==> src/rtl/zeta_addr_seq_if.sv <==
// Bundle between the NTT stage controllers and the zeta address sequencer.
// The sequencer takes the slave modport; the stage controllers take the master modport.
interface zeta_addr_seq_if #(
  parameter int NTT_STAGE_CNT = 8,
  parameter int ADDR_W        = NTT_STAGE_CNT - 1
);
  logic [NTT_STAGE_CNT-1:0]                   start;
  logic                                       inv;
  logic [NTT_STAGE_CNT-1:0]                   beat_en;
  logic [1:0][NTT_STAGE_CNT-1:0][ADDR_W-1:0]  rom_addr;
  logic [NTT_STAGE_CNT-1:0]                   addr_valid;
  logic [NTT_STAGE_CNT-1:0]                   zeta_valid;
  logic [NTT_STAGE_CNT-1:0]                   frame_done;
  logic [NTT_STAGE_CNT-1:0]                   busy;
  logic [NTT_STAGE_CNT-1:0]                   err;

  modport master (
    output start, inv, beat_en,
    input  rom_addr, addr_valid, zeta_valid, frame_done, busy, err
  );

  modport slave (
    input  start, inv, beat_en,
    output rom_addr, addr_valid, zeta_valid, frame_done, busy, err
  );
endinterface

==> src/rtl/zeta_addr_seq.sv <==
// Per-stage twiddle ROM address sequencer for a streaming radix-2 NTT pipeline;
// issues two lane addresses per accepted beat and tracks the 1-cycle ROM read.
module zeta_addr_seq #(
  parameter int NTT_STAGE_CNT = 8,
  parameter int ADDR_W        = NTT_STAGE_CNT - 1
) (
  input  logic             clk,
  input  logic             rst_n,
  zeta_addr_seq_if.slave   bus
);
  localparam int S      = NTT_STAGE_CNT;
  localparam int BEAT_W = S - 2;
  localparam int K_W    = S - 1;

  localparam logic [BEAT_W-1:0] LAST_BEAT = '1;
  localparam logic [0:0]        ST_IDLE   = 1'b0;
  localparam logic [0:0]        ST_RUN    = 1'b1;

  // Twiddle index of butterfly k = 2b+lane for a stage: top 'stage' bits of k,
  // mirrored within the stage's range for the inverse transform.
  function automatic logic [ADDR_W-1:0] zeta_idx(
    input logic [BEAT_W-1:0] b,
    input logic              lane,
    input int                stage,
    input logic              inv_sel
  );
    logic [K_W-1:0] k;
    logic [K_W-1:0] mask;
    logic [K_W-1:0] idx;
    k    = {b, lane};
    mask = ~({K_W{1'b1}} << stage);
    idx  = (k >> (K_W - stage)) & mask;
    if (inv_sel)
      idx = ~idx & mask;
    return ADDR_W'(idx);
  endfunction

  logic [0:0]        state_q [S];
  logic [BEAT_W-1:0] beat_q  [S];
  logic [S-1:0]      inv_q;
  logic [S-1:0]      err_q;

  logic [S-1:0]      accept_p0;
  logic [S-1:0]      last_p0;
  logic [BEAT_W-1:0] cur_b_p0   [S];
  logic [S-1:0]      cur_inv_p0;
  logic [ADDR_W-1:0] addr0_p0   [S];
  logic [ADDR_W-1:0] addr1_p0   [S];
  logic [S-1:0]      busy_w;

  logic [1:0][S-1:0][ADDR_W-1:0] rom_addr_p1;
  logic [S-1:0]                  vld_p1;
  logic [S-1:0]                  done_p1;
  logic [S-1:0]                  vld_p2;

  // p0: beat acceptance and address math; an IDLE stage taking start+beat uses beat 0 and the live inv
  always_comb begin
    accept_p0  = '0;
    last_p0    = '0;
    cur_inv_p0 = '0;
    busy_w     = '0;
    for (int i = 0; i < S; i++) begin
      cur_b_p0[i]   = (state_q[i] == ST_IDLE) ? '0 : beat_q[i];
      cur_inv_p0[i] = (state_q[i] == ST_IDLE) ? bus.inv : inv_q[i];
      accept_p0[i]  = bus.beat_en[i] & ((state_q[i] == ST_RUN) | bus.start[i]);
      last_p0[i]    = accept_p0[i] & (cur_b_p0[i] == LAST_BEAT);
      addr0_p0[i]   = zeta_idx(cur_b_p0[i], 1'b0, i, cur_inv_p0[i]);
      addr1_p0[i]   = zeta_idx(cur_b_p0[i], 1'b1, i, cur_inv_p0[i]);
      busy_w[i]     = (state_q[i] == ST_RUN);
    end
  end

  // p1: registered request; p2: ROM data valid
  always_ff @(posedge clk) begin
    if (!rst_n) begin
      for (int i = 0; i < S; i++) begin
        state_q[i] <= ST_IDLE;
        beat_q[i]  <= '0;
      end
      inv_q       <= '0;
      err_q       <= '0;
      rom_addr_p1 <= '0;
      vld_p1      <= '0;
      done_p1     <= '0;
      vld_p2      <= '0;
    end else begin
      vld_p1  <= accept_p0;
      done_p1 <= last_p0;
      vld_p2  <= vld_p1;
      for (int i = 0; i < S; i++) begin
        if (accept_p0[i]) begin
          rom_addr_p1[0][i] <= addr0_p0[i];
          rom_addr_p1[1][i] <= addr1_p0[i];
        end
        case (state_q[i])
          ST_IDLE: begin
            if (bus.start[i]) begin
              state_q[i] <= ST_RUN;
              inv_q[i]   <= bus.inv;
              beat_q[i]  <= accept_p0[i] ? BEAT_W'(1) : '0;
            end else if (bus.beat_en[i]) begin
              err_q[i] <= 1'b1;
            end
          end
          ST_RUN: begin
            if (bus.beat_en[i]) begin
              if (last_p0[i]) begin
                beat_q[i] <= '0;
                if (bus.start[i])
                  inv_q[i] <= bus.inv;
                else
                  state_q[i] <= ST_IDLE;
              end else begin
                beat_q[i] <= beat_q[i] + BEAT_W'(1);
              end
            end
            if (bus.start[i] && !last_p0[i])
              err_q[i] <= 1'b1;
          end
          default: state_q[i] <= ST_IDLE;
        endcase
      end
    end
  end

  assign bus.rom_addr   = rom_addr_p1;
  assign bus.addr_valid = vld_p1;
  assign bus.zeta_valid = vld_p2;
  assign bus.frame_done = done_p1;
  assign bus.busy       = busy_w;
  assign bus.err        = err_q;
endmodule

==> src/flat_wrapper.sv <==
// flat-port wrapper written by rule: the top's interface ports become plain ports
module zeta_addr_seq_flat 
#(
  parameter int NTT_STAGE_CNT = 8,
  parameter int ADDR_W        = NTT_STAGE_CNT - 1
)
  (clk, rst_n, bus_start, bus_inv, bus_beat_en, bus_rom_addr, bus_addr_valid, bus_zeta_valid, bus_frame_done, bus_busy, bus_err);
  zeta_addr_seq_if #(.NTT_STAGE_CNT(NTT_STAGE_CNT), .ADDR_W(ADDR_W)) bus_i ();
  input  logic clk;
  input  logic rst_n;
  input wire logic [$bits(bus_i.start)-1:0] bus_start;
  input wire logic [$bits(bus_i.inv)-1:0] bus_inv;
  input wire logic [$bits(bus_i.beat_en)-1:0] bus_beat_en;
  output wire logic [$bits(bus_i.rom_addr)-1:0] bus_rom_addr;
  output wire logic [$bits(bus_i.addr_valid)-1:0] bus_addr_valid;
  output wire logic [$bits(bus_i.zeta_valid)-1:0] bus_zeta_valid;
  output wire logic [$bits(bus_i.frame_done)-1:0] bus_frame_done;
  output wire logic [$bits(bus_i.busy)-1:0] bus_busy;
  output wire logic [$bits(bus_i.err)-1:0] bus_err;
  assign bus_i.start = bus_start;
  assign bus_i.inv = bus_inv;
  assign bus_i.beat_en = bus_beat_en;
  assign bus_rom_addr = bus_i.rom_addr;
  assign bus_addr_valid = bus_i.addr_valid;
  assign bus_zeta_valid = bus_i.zeta_valid;
  assign bus_frame_done = bus_i.frame_done;
  assign bus_busy = bus_i.busy;
  assign bus_err = bus_i.err;
  zeta_addr_seq #(.NTT_STAGE_CNT(NTT_STAGE_CNT), .ADDR_W(ADDR_W)) u_core (.clk(clk), .rst_n(rst_n), .bus(bus_i));
endmodule
==> config.mk <==
export PLATFORM = sky130hd
export DESIGN_NAME = zeta_addr_seq_flat
export DESIGN_NICKNAME = d
export VERILOG_FILES = /design/src/rtl/zeta_addr_seq_if.sv /design/src/rtl/zeta_addr_seq.sv /design/src/flat_wrapper.sv
export SDC_FILE = /design/constraint.sdc
export NUM_CORES = 1
export LEC_CHECK = 0
export BUFFER_PORTS_ARGS = -buffer_cell sky130_fd_sc_hd__buf_2
export CAP_MARGIN = 20
export CORE_UTILIZATION = 44
export CTS_BUF_LIST = sky130_fd_sc_hd__clkbuf_8
export CTS_CLUSTER_SIZE = 24
export DETAILED_ROUTE_END_ITERATION = 10
export GPL_ROUTABILITY_DRIVEN = 0
export PLACE_DENSITY = 0.69
export SYNTH_ARGS = -nofsm -noshare
export SYNTH_HDL_FRONTEND = slang
export SYNTH_SLANG_ARGS = --single-unit
export TNS_END_PERCENT = 100
==> constraint.sdc <==
create_clock -name clk -period 3.6 [get_ports clk]
set_clock_uncertainty 0.05 [all_clocks]
set_input_delay 0.72 -clock clk [delete_from_list [all_inputs] [get_ports clk]]
set_output_delay 0.72 -clock clk [all_outputs]
set_load 0.02 [all_outputs]
==> results.json <==
{
  "path_clk_slew_ns": 0.07,
  "ff_latch_area_um2": 3040,
  "cts_sinks": 124,
  "drv_slew": 0,
  "switching_power_mw": 1.01,
  "netlist_instances": 660,
  "endpoint_kind": "output pin",
  "crit_family": "flip-flops",
  "setup_violations": 0,
  "drc": 0,
  "outcome": "completed",
  "combinationalPowerShare": 0.148,
  "syn_avg_cell_area_um2": 9.58,
  "worst_path_largest_cell_delay_ns": 0.68,
  "fin_util": 0.505,
  "grt_max_degree": 37,
  "critPathSlowestCell": "edfxtp_1",
  "hpwl_um": 9130,
  "finalSetupTns_ns": 0,
  "die_w_um": 122,
  "vdd_drop_max_mv": 0.287,
  "netlist_area_um2": 6320,
  "h-tree-depth": 4,
  "multi_input_area_um2": 2720,
  "grt.overflow.total": 0,
  "vias": 4661,
  "fin_nets": 769,
  "cts.hold.buffers_added": 0,
  "hold_violations": 0,
  "grt_use_total": 0.174,
  "worst_ep_arrival_time_ns": 1.39,
  "period_needed_ns": 2.16,
  "initial_utilization": 0.454,
  "drtIter0Drc": 372,
  "synth_top_family_by_area": "simple AND/OR/NAND/NOR gates",
  "path_buf_inv": 1,
  "clock_latency_ns": 0.44,
  "crit_fanout": 18,
  "die_h_um": 122,
  "totalWireLength_um": 12600,
  "synthTopCellsByArea": "edfxtp_1 (27%), dfxtp_1 (22%), buf_4 (10%)",
  "io_buffers": 114,
  "synth_xor_area_frac": 0.0803,
  "max_freq_mhz": 463,
  "drive_gt1_frac": 0.199,
  "finalHoldWorstSlack_ns": 0.412,
  "ys_seq_area_frac": 0.481,
  "cts_setup_buffers": 0,
  "synth_edf_count": 56,
  "yosysTopAreaCellShare": 0.266,
  "post_cts_resized": 0,
  "cap_violations": 0,
  "io-pin-count": 171,
  "path_cells": "buf_2",
  "numCtsBuffers": 17,
  "fin_crit_sh": 0.599,
  "synth_common_cells": "buf_4 (84), nor2_1 (73), dfxtp_1 (68), nand2_1 (64), edfxtp_1 (56)",
  "yosysMostFrequentCell": "buf_4",
  "sequentialPowerShare": 0.479,
  "insertedDiodeCount": 0,
  "clock_path_buffers": 2,
  "synth_cell_types": 51,
  "ys_seq_elements": 124,
  "yosys_warnings": 0,
  "fill_cells": 1320,
  "ys.flop_type": "dfxtp_1",
  "yosysTopAreaCell": "edfxtp_1",
  "power.leakage_nw": 3.01,
  "cts_tree": "built",
  "power_density_nw_per_um2": 507,
  "worst-setup-path-type": "register to output pin",
  "grt_pass1_vias": 4321,
  "grt_pass1_wl_um": 20200,
  "area_growth_pct": 11.2,
  "synth_compound_gate_area_share": 0.0960,
  "core-area_um2": 13900,
  "routedWlPerCell_um": 13.5,
  "slew_headroom": 0.573,
  "holdCritPathClass": "register to register",
  "row_count": 43,
  "rsz0062_at_grt": "false",
  "antenna_left": 0,
  "async_reset_ff_frac": 0,
  "antenna_found_initial": 0,
  "cts_root_buf": "clkbuf_8",
  "power_frac_clock": 0.374,
  "tightest_slew_ns": 0.640,
  "viasPerCell": 4.99,
  "synthAdderAreaFrac": 0.0158,
  "drt_pass1_iterations": 5,
  "muxShareOfSynthArea": 0.00633,
  "p_int_mw": 2.56,
  "synthSimpleGateAreaFrac": 0.198,
  "worstPathRequired_ns": 2.83,
  "swShare": 0.283,
  "critPathLaunchType": "register",
  "dieArea_um2": 14900
}
## stage by stage
step | total power, mW | cells | cell area [um^2] | worst slack (ns)
3_3_place_gp | 2.25 | 903 | 6600 | 1.27
4_1_cts | 3.59 | 935 | 7030 | 1.43
5_1_grt | 3.72 | 935 | 7030 | 1.36
3_5_place_dp | 2.26 | 903 | 6600 | 1.14
6_report | 3.56 | 935 | 7030 | 1.44
2_1_floorplan | 2.18 | 715 | 6530 | 1.72
## logic make-up after synthesis
family          count (synthesis)
buf+inv                       116
xor+xnor                       58
simple gates                  260
compound gates                 89
mux                             4
flops                         124
fa+ha+maj                       8
other cells                     1
## power groups by stage
stage | clock, mW | combinational [mW] | sequential [mW]
6_report | 1.33 | 0.526 | 1.71
5_1_grt | 1.42 | 0.580 | 1.72
4_1_cts | 1.36 | 0.529 | 1.71
3_5_place_dp | 0 | 0.526 | 1.74
3_3_place_gp | 0 | 0.518 | 1.73
2_1_floorplan | 0 | 0.430 | 1.75
## state kept, by name, indices dropped and copies added (netlist names)
signal / count
u_core.beat_q: 48
u_core.bus.rom_addr: 29
u_core.bus.addr_valid: 8
u_core.bus.err: 8
u_core.bus.frame_done: 8
u_core.bus.zeta_valid: 8
u_core.state_q: 8
u_core.inv_q: 7
## layout make-up
cell class                 count  area share
clock buffer                  19      0.0372
clock inverter                13      0.0246
inverter                       9     0.00480
multi-input combinational    475       0.387
sequential                   124       0.433
tap                          180      0.0320
timing repair buffer         115      0.0822
## per-layer routing
layer  track usage  wire length [um]
met2         0.292              6100
met1         0.216              5690
met5             0                 0
met3        0.0445               749
met4        0.0640                85
## worst paths after layout
path | slack [ns] | end | cells after the start | start
min reg2reg | 0.41 | u_core.bus.zeta_valid[3]$_SDFF_PN0_ | 1 | u_core.bus.addr_valid[3]$_SDFF_PN0_
max reg2reg | 1.83 | u_core.state_q[0][6]$_DFFE_PP_ | 4 | u_core.state_q[0][6]$_DFFE_PP_
min | 0.41 | u_core.bus.zeta_valid[3]$_SDFF_PN0_ | 1 | u_core.bus.addr_valid[3]$_SDFF_PN0_
max | 1.44 | bus_busy[7] | 1 | u_core.state_q[0][7]$_DFFE_PP_
## layout by cell type (no fill, tap or decap), types with 14 or more instances in the layout
cell type  instances
a21oi_1           35
a22o_1            24
and2_1            14
buf_2            114
clkbuf_8          19
conb_1            56
dfxtp_1           68
edfxtp_1          56
nand2_1           64
nand2b_1          18
nand3_1           44
nor2_1            73
xnor2_1           39
xor2_1            19
Note: power is estimated with default switching activity, not from simulation.
